### src/rtl/fxp_pkg.sv
// Shared constants and width/range helpers for the signed fixed-point arithmetic blocks.
package fxp_pkg;

    localparam int unsigned FXP_DATA_WIDTH = 16;
    localparam int unsigned FXP_FRAC_WIDTH = 14;

    function automatic int unsigned fxp_prod_width(input int unsigned dw);
        return 2 * dw;
    endfunction

    // One guard bit above the full product so the rounding add cannot overflow.
    function automatic int unsigned fxp_shift_width(input int unsigned dw, input int unsigned fw);
        return 2 * dw - fw + 1;
    endfunction

    function automatic longint fxp_max(input int unsigned w);
        return (longint'(1) <<< (w - 1)) - 1;
    endfunction

    function automatic longint fxp_min(input int unsigned w);
        return -(longint'(1) <<< (w - 1));
    endfunction

endpackage

### src/rtl/fxp_round_sat.sv
// Combinational rescale of a full-width signed product back to the operand Q-format,
// with optional round-half-up and saturation; overflow flag reported either way.
module fxp_round_sat
    import fxp_pkg::*;
#(
    parameter int unsigned DATA_WIDTH = FXP_DATA_WIDTH,
    parameter int unsigned FRAC_WIDTH = FXP_FRAC_WIDTH,
    parameter bit          ROUND_EN   = 1'b1,
    parameter bit          SAT_EN     = 1'b1
) (
    input  logic [fxp_prod_width(DATA_WIDTH)-1:0] prod,
    output logic [DATA_WIDTH-1:0]                 res,
    output logic                                  ovf
);

    localparam int unsigned PROD_W  = fxp_prod_width(DATA_WIDTH);
    localparam int unsigned SHIFT_W = fxp_shift_width(DATA_WIDTH, FRAC_WIDTH);

    localparam logic [DATA_WIDTH-1:0] SAT_MAX = DATA_WIDTH'(fxp_max(DATA_WIDTH));
    localparam logic [DATA_WIDTH-1:0] SAT_MIN = DATA_WIDTH'(fxp_min(DATA_WIDTH));

    logic signed [PROD_W:0]    ext;
    logic signed [PROD_W:0]    rnd;
    logic signed [PROD_W:0]    sum;
    logic signed [SHIFT_W-1:0] shifted;
    logic                      in_range;

    always_comb begin
        rnd = '0;
        if (ROUND_EN) rnd[FRAC_WIDTH-1] = 1'b1;
        ext     = {prod[PROD_W-1], prod};
        sum     = ext + rnd;
        shifted = SHIFT_W'(sum >>> FRAC_WIDTH);
        // In range iff every bit from the result sign bit upward is a sign copy.
        in_range = (&shifted[SHIFT_W-1:DATA_WIDTH-1]) | ~(|shifted[SHIFT_W-1:DATA_WIDTH-1]);
        ovf      = ~in_range;
        res      = shifted[DATA_WIDTH-1:0];
        if (!in_range && SAT_EN) res = shifted[SHIFT_W-1] ? SAT_MIN : SAT_MAX;
    end

endmodule

### src/rtl/fxp_mult_pipe.sv
// Pipelined signed fixed-point multiplier: operand regs, product reg, round/saturate reg,
// then plain delay stages; a valid bit travels alongside the data.
module fxp_mult_pipe
    import fxp_pkg::*;
#(
    parameter int unsigned DATA_WIDTH = FXP_DATA_WIDTH,
    parameter int unsigned FRAC_WIDTH = FXP_FRAC_WIDTH,
    parameter int unsigned PIPE_DEPTH = 5,
    parameter bit          ROUND_EN   = 1'b1,
    parameter bit          SAT_EN     = 1'b1
) (
    input  logic                  clk,
    input  logic                  rst,
    input  logic                  ce,
    input  logic                  in_valid,
    input  logic [DATA_WIDTH-1:0] a,
    input  logic [DATA_WIDTH-1:0] b,
    output logic                  out_valid,
    output logic [DATA_WIDTH-1:0] p,
    output logic                  ovf,
    output logic                  busy
);

    localparam int unsigned PROD_W = fxp_prod_width(DATA_WIDTH);
    localparam int unsigned DLY    = PIPE_DEPTH - 3;

    logic signed [DATA_WIDTH-1:0] a_q, b_q;
    logic signed [PROD_W-1:0]     prod_q;
    logic [DATA_WIDTH-1:0]        p3, rs_p;
    logic                         ovf3, rs_ovf;
    logic                         v1, v2, v3;

    always_ff @(posedge clk or negedge rst) begin
        if (!rst) begin
            a_q    <= '0;
            b_q    <= '0;
            prod_q <= '0;
            p3     <= '0;
            ovf3   <= 1'b0;
            v1     <= 1'b0;
            v2     <= 1'b0;
            v3     <= 1'b0;
        end else if (ce) begin
            a_q    <= a;
            b_q    <= b;
            v1     <= in_valid;
            prod_q <= a_q * b_q;
            v2     <= v1;
            p3     <= rs_p;
            ovf3   <= rs_ovf;
            v3     <= v2;
        end
    end

    fxp_round_sat #(
        .DATA_WIDTH (DATA_WIDTH),
        .FRAC_WIDTH (FRAC_WIDTH),
        .ROUND_EN   (ROUND_EN),
        .SAT_EN     (SAT_EN)
    ) u_round_sat (
        .prod (prod_q),
        .res  (rs_p),
        .ovf  (rs_ovf)
    );

    generate
        if (DLY == 0) begin : g_direct
            assign out_valid = v3;
            assign p         = p3;
            assign ovf       = ovf3;
            assign busy      = v1 | v2 | v3;
        end else begin : g_delay
            logic [DLY-1:0]        vd;
            logic [DLY-1:0]        od;
            logic [DATA_WIDTH-1:0] pd [DLY];

            always_ff @(posedge clk or negedge rst) begin
                if (!rst) begin
                    vd <= '0;
                    od <= '0;
                    for (int unsigned i = 0; i < DLY; i++) pd[i] <= '0;
                end else if (ce) begin
                    vd[0] <= v3;
                    od[0] <= ovf3;
                    pd[0] <= p3;
                    for (int unsigned i = 1; i < DLY; i++) begin
                        vd[i] <= vd[i-1];
                        od[i] <= od[i-1];
                        pd[i] <= pd[i-1];
                    end
                end
            end

            assign out_valid = vd[DLY-1];
            assign p         = pd[DLY-1];
            assign ovf       = od[DLY-1];
            assign busy      = v1 | v2 | v3 | (|vd);
        end
    endgenerate

endmodule
### config.mk
export PLATFORM = sky130hd
export DESIGN_NAME = fxp_mult_pipe
export DESIGN_NICKNAME = d
export VERILOG_FILES = /design/src/rtl/fxp_pkg.sv /design/src/rtl/fxp_round_sat.sv /design/src/rtl/fxp_mult_pipe.sv
export SDC_FILE = /design/constraint.sdc
export NUM_CORES = 1
export LEC_CHECK = 0
export BUFFER_PORTS_ARGS = -buffer_cell sky130_fd_sc_hd__buf_2
export CORE_AREA = 2 2 204 206
export DETAILED_ROUTE_END_ITERATION = 8
export DIE_AREA = 0 0 206 208
export PLACE_DENSITY = 0.57
export SLEW_MARGIN = 20
export SYNTH_ARGS = -nofsm -noshare
export SYNTH_HDL_FRONTEND = slang
export SYNTH_SLANG_ARGS = --single-unit
### constraint.sdc
create_clock -name clk -period 5.55 [get_ports clk]
set_input_delay 0.8325 -clock clk [delete_from_list [all_inputs] [get_ports clk]]
set_output_delay 0.8325 -clock clk [all_outputs]
set_load 0.02 [all_outputs]
Yosys cells after proc, flatten, opt, wreduce, memory -nomap -nowiden
Index checks and enable logic that the tools add are counted.
Word-level totals
  register bits after elaboration: 120
  logic and storage cells: 25
  input bits: 36
  output and inout port bits: 19
Operators by class
  multiply operators: 1
  reductions and logical operators: 3
  bitwise logic cells: 6
  add/sub/neg operators: 1
  mux-type cells: 2
Operator list (number)
  32-bit by 15-bit adder with 33-bit output, second input constant: 1
  16-bit by 16-bit multiplier with 32-bit output: 1
  16-bit 2-to-1 mux: 2
  1-bit bitwise OR: 4
  4-bit AND reduction: 1
  4-bit OR reduction: 1
  1-bit NOT: 2
  2-bit OR reduction: 1

Longest topological paths before layout
Gate-level depths: netlist of the first run.
  depth after elaboration: 5
  mapped depth: 24
  gate-level depth less buffers: 23

Modules after synthesis
Synthesis of the first run repeated with hierarchy kept, for this count alone.
Unflattened totals
  cell total of the unflattened synthesis: 1503
  area total of the unflattened synthesis: 15193.3 µm²
By module, submodules not included
  fxp_mult_pipe: instances 1, cells an instance 1379, seq. area each 3002.9 µm², area an instance 14378.8 µm²
  fxp_round_sat: instances 1, cells an instance 124, seq. area each 0.0 µm², area an instance 814.5 µm²

Worst setup path after synthesis of the first run
Ideal clock, no wire load.
  kind: reg-to-reg
  from: register a_q[15]
  to: register prod_q[29]
  buffers on the path: 1
  stages on the path, launching flop included: 21
  required time: 5.425 ns
  library setup time: 0.125 ns
  data arrival time: 5.927 ns
  clock period less this slack: 6.051 ns
  slack: -0.501 ns
  cell sequence: dfrtp_1 -> clkbuf_1 -> nand2_1 -> inv_1 -> fa_1 -> inv_1 -> fa_1 -> fa_1 -> fa_1 -> fa_1 -> fa_1 -> inv_1 -> ha_1 -> nand2_1 -> nor4_2 -> o211ai_1 -> o21a_1 -> o211a_4 -> o31ai_2 -> xor2_1 -> mux2_2
On the way
  longest elaborated chain between the ends: 1
RTL lines
  from (decl): line fxp_mult_pipe.sv:27  | logic signed [DATA_WIDTH-1:0] a_q, b_q;
  from (signal assigned): line fxp_mult_pipe.sv:35  | a_q <= '0;
  from (signal assigned): line fxp_mult_pipe.sv:44  | a_q <= a;
  16-bit by 16-bit multiplier with 32-bit output: line fxp_mult_pipe.sv:47  | prod_q <= a_q * b_q;
  to (signal assigned): line fxp_mult_pipe.sv:47
  to (decl): line fxp_mult_pipe.sv:28  | logic signed [PROD_W-1:0] prod_q;
No other way between the ends.
A chain may end at the register's enable or synchronous reset.

Worst setup path in the final report of the first run
  from: register a_q[11]
  to: register prod_q[29]
Same word-level chain as after synthesis.

==> results by group, run 1 <==
Worst setup path
  • Critical Path AT: 6180 ps
  • Worst R2R Path Depth: 21
  • Crit path max fanout: 6
  • Reg2reg start: a_q[11]
  • Worst reg2reg endpoint: prod_q[29]
  • Crit path from: a_q[11]
  • Crit Path Category: register to register
  • Crit start category: register
  • Reg2reg setup slack: -370 ps
  • Critical Path RT: roughly 5800 ps
  • Critical Path Sink Type: register

GRT
  • Largest net degree at the start of global routing: 76
  • First-pass GRT wire length: 55,900 um
  • Grt ovf: 0
  • Vias in the first global route: ~11,000
  • Total GRT Usage: 0.163
  • Initial antenna violation count: 0

Flow run
  • Maxcap violations: 0

Detailed routing
  • Residual DRC: 0
  • Initial drt markers: 352
  • Routed Antenna Nets: 0
  • Vias: 9,823
  • DR pass1 iterations: 4
  • Final WL: 31,900 um
  • Vias per Instance: 4.73
  • Wire per inst: 15.4 um

Floorplan
  • IO Count: 55
  • Die H: 208 um
  • Die width: 206 um
  • Initial core utilization: 0.347
  • Row cnt: between 70 and 80
  • Die area: 42,800 um^2
  • CORE AREA: 40,600 um^2

STA
  • Hold slack: 504 ps
  • RSZ-0062 raised after global routing: yes
  • Max-slew violations: 0
  • Number of failing setup endpoints in the final timing report: 17
  • Slew HR: 0.383
  • Worst-Margin Slew: between 900 and 1000 ps
  • Final WS setup: -373 ps
  • Period minus WS final: 5920 ps
  • Maximum clock rate: 0.169 GHz
  • Post-route clock skew: 15.0 ps
  • Final hold vios: 0
  • Final period util: 1.07

Cells and area
  • Register area: 2700 um^2
  • Layout area overhead: 18.9%
  • Area of the multi-input gates: 10,300 um^2
  • Inserted Diodes: 0
  • Post-route cell area: 16,700 um^2
  • Nets: ~1,900
  • Utilization after layout: 0.413
  • Share of cells above drive strength 1: 0.264
  • Post-route insts no fill: 2,077
  • FILL cells: 3,962

Clocking
  • CTS tree: yes
  • Root buf cell: clkbuf_16
  • CTS sink cnt: 107
  • Worst-skew pair later-pin latency: approximately 380 ps
  • Clk buf depth: 2
  • Cts bufs inserted: 9
  • CTS clk-pin slew, worst paths: 80 ps
  • CTS H-tree lvls: 3

Worst hold path
  • Hold Crit Start: p[2]
  • Worst hold path type: register to register
  • Worst hold path depth: 1
  • Worst Hold Path EP: p[2]

Synthesis
  • Ys Warns: 0
  • Syn avg cell area: 10.1 um^2
  • Seq/Total Area, Yosys: 0.190
  • Synth cell types: 59
  • Synth Register Bits: about 110
  • Most used DFF post-synth: dfrtp_1
  • Cells after synthesis: 1,393
  • Syn_nets: 1,770
  • Async SR Flop Fraction: 1.00
  • Synthesized area: around 14,000 um^2
  • Post-synth EDFFs: 0

Placement
  • # placed instances: 2,043
  • Count of input and output buffers: 54
  • Final HPWL DP: 26,200 um
  • GP Congestion: 0.834
  • Post-DP Area: 16,000 um^2

Run status
  • Status: complete, but fails checks
  • Failing checks: negative setup slack
[critical path, cell delays in order, from the launching register on]
cell      delay [ps]
dfrtp_2          480
buf_12           160
and2_4           130
fa_1             490
inv_2             50
fa_1             540
inv_2             40
fa_1             490
inv_1             50
fa_1             530
fa_1             450
fa_1             520
inv_2             50
ha_4             260
nand4_1          140
nor4_2           170
o211ai_1         160
o21a_1           240
o211a_4          280
o31ai_4          220
xor2_1           110
mux2_4           260
[flip-flops by register name, indices dropped and copies added (netlist names), 2 cells and up]
name / cells
a_q: 16
b_q: 16
g_delay.od: 2
g_delay.pd: 16
g_delay.vd: 2
p: 16
p3: 16
prod_q: 19
[worst max-delay path by stage]
stage	endpoint	slack (ps)	depth (start not counted)
2_1_floorplan	prod_q[29]	-190	19
3_3_place_gp	prod_q[29]	-550	20
3_5_place_dp	prod_q[29]	-590	20
4_1_cts	prod_q[29]	-420	18
5_1_grt	prod_q[29]	-580	21
6_report	prod_q[29]	-370	21
[synth_stat cells, drive strengths merged (2+ instances only)]
| library cell | number | area share |
|---|---|---|
| and3 | 6 | 0.0027 |
| a21boi | 3 | 0.0019 |
| a211oi | 3 | 0.0016 |
| nand4 | 4 | 0.0018 |
| a311oi | 17 | 0.011 |
| o31ai | 7 | 0.0054 |
| xor2 | 10 | 0.0062 |
| o21ai | 20 | 0.0074 |
| inv | 309 | 0.082 |
| a211o | 2 | 0.0012 |
| a21o | 2 | 0.0011 |
| nor2 | 41 | 0.011 |
| clkbuf | 48 | 0.013 |
| o211ai | 5 | 0.0027 |
| and4 | 2 | 0.0016 |
| nor3 | 5 | 0.0018 |
| nand2b | 7 | 0.0031 |
| ha | 80 | 0.071 |
| nand3 | 16 | 0.0057 |
| dfrtp | 107 | 0.19 |
| mux2i | 2 | 0.0014 |
| buf | 20 | 0.010 |
| o22ai | 2 | 0.00089 |
| o21a | 5 | 0.0027 |
| xnor2 | 26 | 0.016 |
| nand2 | 146 | 0.039 |
| mux2 | 80 | 0.064 |
| a21oi | 20 | 0.0076 |
| fa | 261 | 0.37 |
| and2 | 121 | 0.054 |
| a2111oi | 2 | 0.0013 |
[kinds of logic after synthesis]
kind of cell               count (synthesis)  synth area share
muxes                                     82            0.0654
adders and majority gates                341             0.442
DFF                                      107             0.190
buffers and inverters                    377             0.105
and+or+nand+nor                          353             0.123
AOI/OAI and AO/OA                         97            0.0512
xor gates and xnor gates                  36            0.0224
[layout make-up]
type                       count  share of cell area
clock inverter                 7             0.00515
clock buffer                   9              0.0134
multi-input combinational    909               0.615
sequential                   107               0.161
tap                          532              0.0397
inverter                     309              0.0694
timing repair buffer         204              0.0961
[metrics by stage]
stage / worst slack [ps] / TNS, ps
2_1_floorplan: -187 / -554
3_3_place_gp: -546 / -6070
3_5_place_dp: -586 / -6330
4_1_cts: -420 / -3620
5_1_grt: -577 / -7400
6_report: -373 / -3480
[repair_timing]
item,4_1_cts,5_1_grt
gates resized for setup,55,47
pin swaps,39,30
endpoints found under the hold margin,0,0
setup endpoints to repair,18,19
setup buffers,11,7
hold buffers,0,0
[per-layer routing]
layer | track usage | vias up | wire length (um)
met5 | 0 | - | 0
met4 | 0.0458 | 0 | 741
met3 | 0.0128 | 43 | 705
met2 | 0.297 | 121 | 16900
met1 | 0.204 | 5164 | 13600
li1 | - | 4495 | -
[placed cells by master (no fill, tap or decap), types with 13 or more instances in the layout]
| cell type | count |
|---|---|
| dfrtp_1 | 88 |
| buf_2 | 52 |
| nand2_1 | 139 |
| dfrtp_2 | 19 |
| fa_1 | 255 |
| nor2_1 | 38 |
| nand3_1 | 16 |
| xnor2_1 | 24 |
| and2_1 | 111 |
| mux2_2 | 74 |
| ha_1 | 69 |
| inv_2 | 14 |
| buf_4 | 127 |
| buf_12 | 13 |
| a311oi_1 | 15 |
| inv_1 | 294 |
Power of run 1 is left out: the tool's default activity adds up to more than one toggle a clock period on the data nets, which glitch-free logic cannot reach.
==> inputs of run 2 (changes only) <==
PLACE_DENSITY = 0.55   (was 0.57)
clock period = 6.6 ns   (was 5.55 ns; I/O delays follow)
==> run 2 against run 1 <==
Against the previous run: the flow now finishes without violations; sequential share of layout area increased by 1.6 points; setup slack improved by 630 ps; critical path depth decreased by 1; count of clock-buffer cells in the layout unchanged; clock skew increased by 3.8 ps; routed wire length decreased by 1.4%; via count decreased by 4.9%; register-to-register slack improved by 630 ps; sequential cell count unchanged; first-iteration DRC count increased by 6.0%; final area decreased by 9.1%; critical path type unchanged; largest cell class unchanged.
==> results by group, run 2 (synthesis gave the netlist of run 1 again) <==
GRT
  • Vias in the first global route: 10,592 (was 11,260)
  • Initial antenna violation count: 0 (unchanged)
  • Largest net degree at the start of global routing: 78 (was 76)
  • Grt ovf: 0 (unchanged)
  • Total GRT Usage: 0.163 (about the same)
  • First-pass GRT wire length: 55,200 um (was 55,900 um)

Clocking
  • Cts bufs inserted: 9 (unchanged)
  • Root buf cell: clkbuf_16 (unchanged)
  • Hold_buf cts: 0 (unchanged)
  • CTS clk-pin slew, worst paths: 100 ps (was 80 ps)
  • CTS H-tree lvls: 3 (unchanged)
  • CTS sink cnt: 107 (unchanged)
  • Worst-skew pair later-pin latency: 380 ps (about the same)
  • CTS tree: yes (unchanged)
  • Clk buf depth: 2 (unchanged)

Worst hold path
  • Worst hold path depth: 2 (was 1)
  • Worst Hold Path EP: ovf3 (was p[2])
  • Hold Crit Start: ovf3 (was p[2])
  • Worst hold path type: register to register (unchanged)

Worst setup path
  • Critical Path AT: 6600 ps (was 6180 ps)
  • Crit Path Category: register to register (unchanged)
  • Crit path from: a_q[12] (was a_q[11])
  • Crit start category: register (unchanged)
  • Crit path max fanout: 17 (was 6)
  • Worst reg2reg endpoint: prod_q[29] (unchanged)
  • Reg2reg setup slack: 260 ps (was -370 ps)
  • Critical Path Sink Type: register (unchanged)
  • Reg2reg start: a_q[12] (was a_q[11])
  • Worst R2R Path Depth: 20 (was 21)
  • Critical Path RT: 6860 ps (was 5810 ps)

STA
  • Slew HR: 0.301 (was 0.383)
  • Number of failing setup endpoints in the final timing report: 0 (was 17)
  • Final period util: 0.961 (was 1.07)
  • Worst-Margin Slew: 1050 ps (was 925 ps)
  • Max-slew violations: 0 (unchanged)
  • Period minus WS final: 6340 ps (was 5920 ps)
  • Setup TNS Final: 0 ps (was -3480 ps)
  • Post-route clock skew: 18.8 ps (was 15.0 ps)
  • RSZ-0062 raised after global routing: no (was yes)
  • Final hold vios: 0 (unchanged)
  • Maximum clock rate: 0.158 GHz (was 0.169 GHz)

Floorplan
  • Row cnt: 74 (unchanged)
  • Initial core utilization: 0.347 (unchanged)
  • IO Count: 55 (unchanged)
  • CORE AREA: 40,600 um^2 (unchanged)
  • Die width: 206 um (unchanged)
  • Die area: 42,800 um^2 (unchanged)
  • Die H: 208 um (unchanged)

Run status
  • Status: complete, no violations (was complete, but fails checks)

Flow run
  • Maxcap violations: 0 (unchanged)

Cells and area
  • Largest reg by FF count: prod_q (unchanged)
  • Nets: 1,791 (was 1,917)
  • Max FFs per register: 19 (unchanged)
  • Leading cell type in the layout, fill and taps excluded: inv_1 (unchanged)
  • Most frequent cells in the layout: 309 x inv_1, 260 x fa_1, 145 x nand2_1 (was 294 x inv_1, 255 x fa_1, 139 x nand2_1)
  • FILL cells: 4,054 (was 3,962)
  • Layout area overhead: 8.07% (was 18.9%)
  • Inserted Diodes: 0 (unchanged)
  • Area of the multi-input gates: 9920 um^2 (was 10,300 um^2)
  • Register area: 2700 um^2 (about the same)
  • Share of cells above drive strength 1: 0.147 (was 0.264)

Detailed routing
  • Final WL: 31,500 um (was 31,900 um)
  • Vias per Instance: 4.79 (was 4.73)
  • Residual DRC: 0 (unchanged)
  • Vias: 9,341 (was 9,823)
  • Routed Antenna Nets: 0 (unchanged)
  • Wire per inst: 16.1 um (was 15.4 um)
  • DR pass1 iterations: 5 (was 4)
  • Initial drt markers: 373 (was 352)

Placement
  • GP Congestion: 0.818 (was 0.834)
  • Count of input and output buffers: 54 (unchanged)
  • Final HPWL DP: 25,400 um (was 26,200 um)
==> run 2: how the worst max path moves through the flow <==
stage	slack [ps]	end	cells past startpoint
after floorplan	550	prod_q[29]	20
after global placement	240	prod_q[29]	20
after detailed placement	140	prod_q[29]	20
after CTS	120	prod_q[29]	20
after global routing	0.6	prod_q[29]	19
final	260	prod_q[29]	20
==> run 2: timing repair <==
action | in CTS | in global routing
buffers inserted | 0 | 0
endpoints found under the setup margin | 0 | 6
gates resized for setup | 0 | 18
==> run 2: final cells by class <==
| class | instances | area share |
|---|---|---|
| timing repair buffer | 78 | 0.0299 |
| inverter | 309 | 0.0762 |
| tap | 532 | 0.0437 |
| multi-input combinational | 909 | 0.652 |
| clock buffer | 9 | 0.0148 |
| sequential | 107 | 0.177 |
| clock inverter | 7 | 0.00600 |
==> run 2: layer usage <==
layer / track usage / vias up / part of all wire
li1: - / 4243 / -
met1: 0.209 / 4921 / 0.43
met3: 0.0121 / 40 / 0.021
met4: 0.0475 / 0 / 0.023
met5: 0 / - / 0
met2: 0.294 / 137 / 0.53
==> run 2: critical path, cell delays in order, from the launching register on <==
cell and delay, ps:
dfrtp_2 560, and2_1 220, fa_1 510, inv_1 60, fa_1 540, inv_1 60
fa_1 490, inv_1 50, fa_1 590, fa_1 450, fa_1 500, inv_1 40
ha_1 370, nand4_1 170, nor4_2 270, o211ai_1 170, o21a_1 280, o211a_4 270
o31ai_2 270, xor2_1 100, mux2_2 270
==> run 2: stage by stage <==
step	cells	utilization	setup slack, ps	hold slack, ps	cell area [um^2]
global placement	1935	0.367	237	474	14900
CTS	1951	0.375	122	500	15200
detailed placement	1935	0.367	144	476	14900
global route	1951	0.375	0.603	524	15200
floorplan	1393	-	549	453	14100
finish	1951	0.375	259	504	15200
Power of run 2 is left out for the same reason.
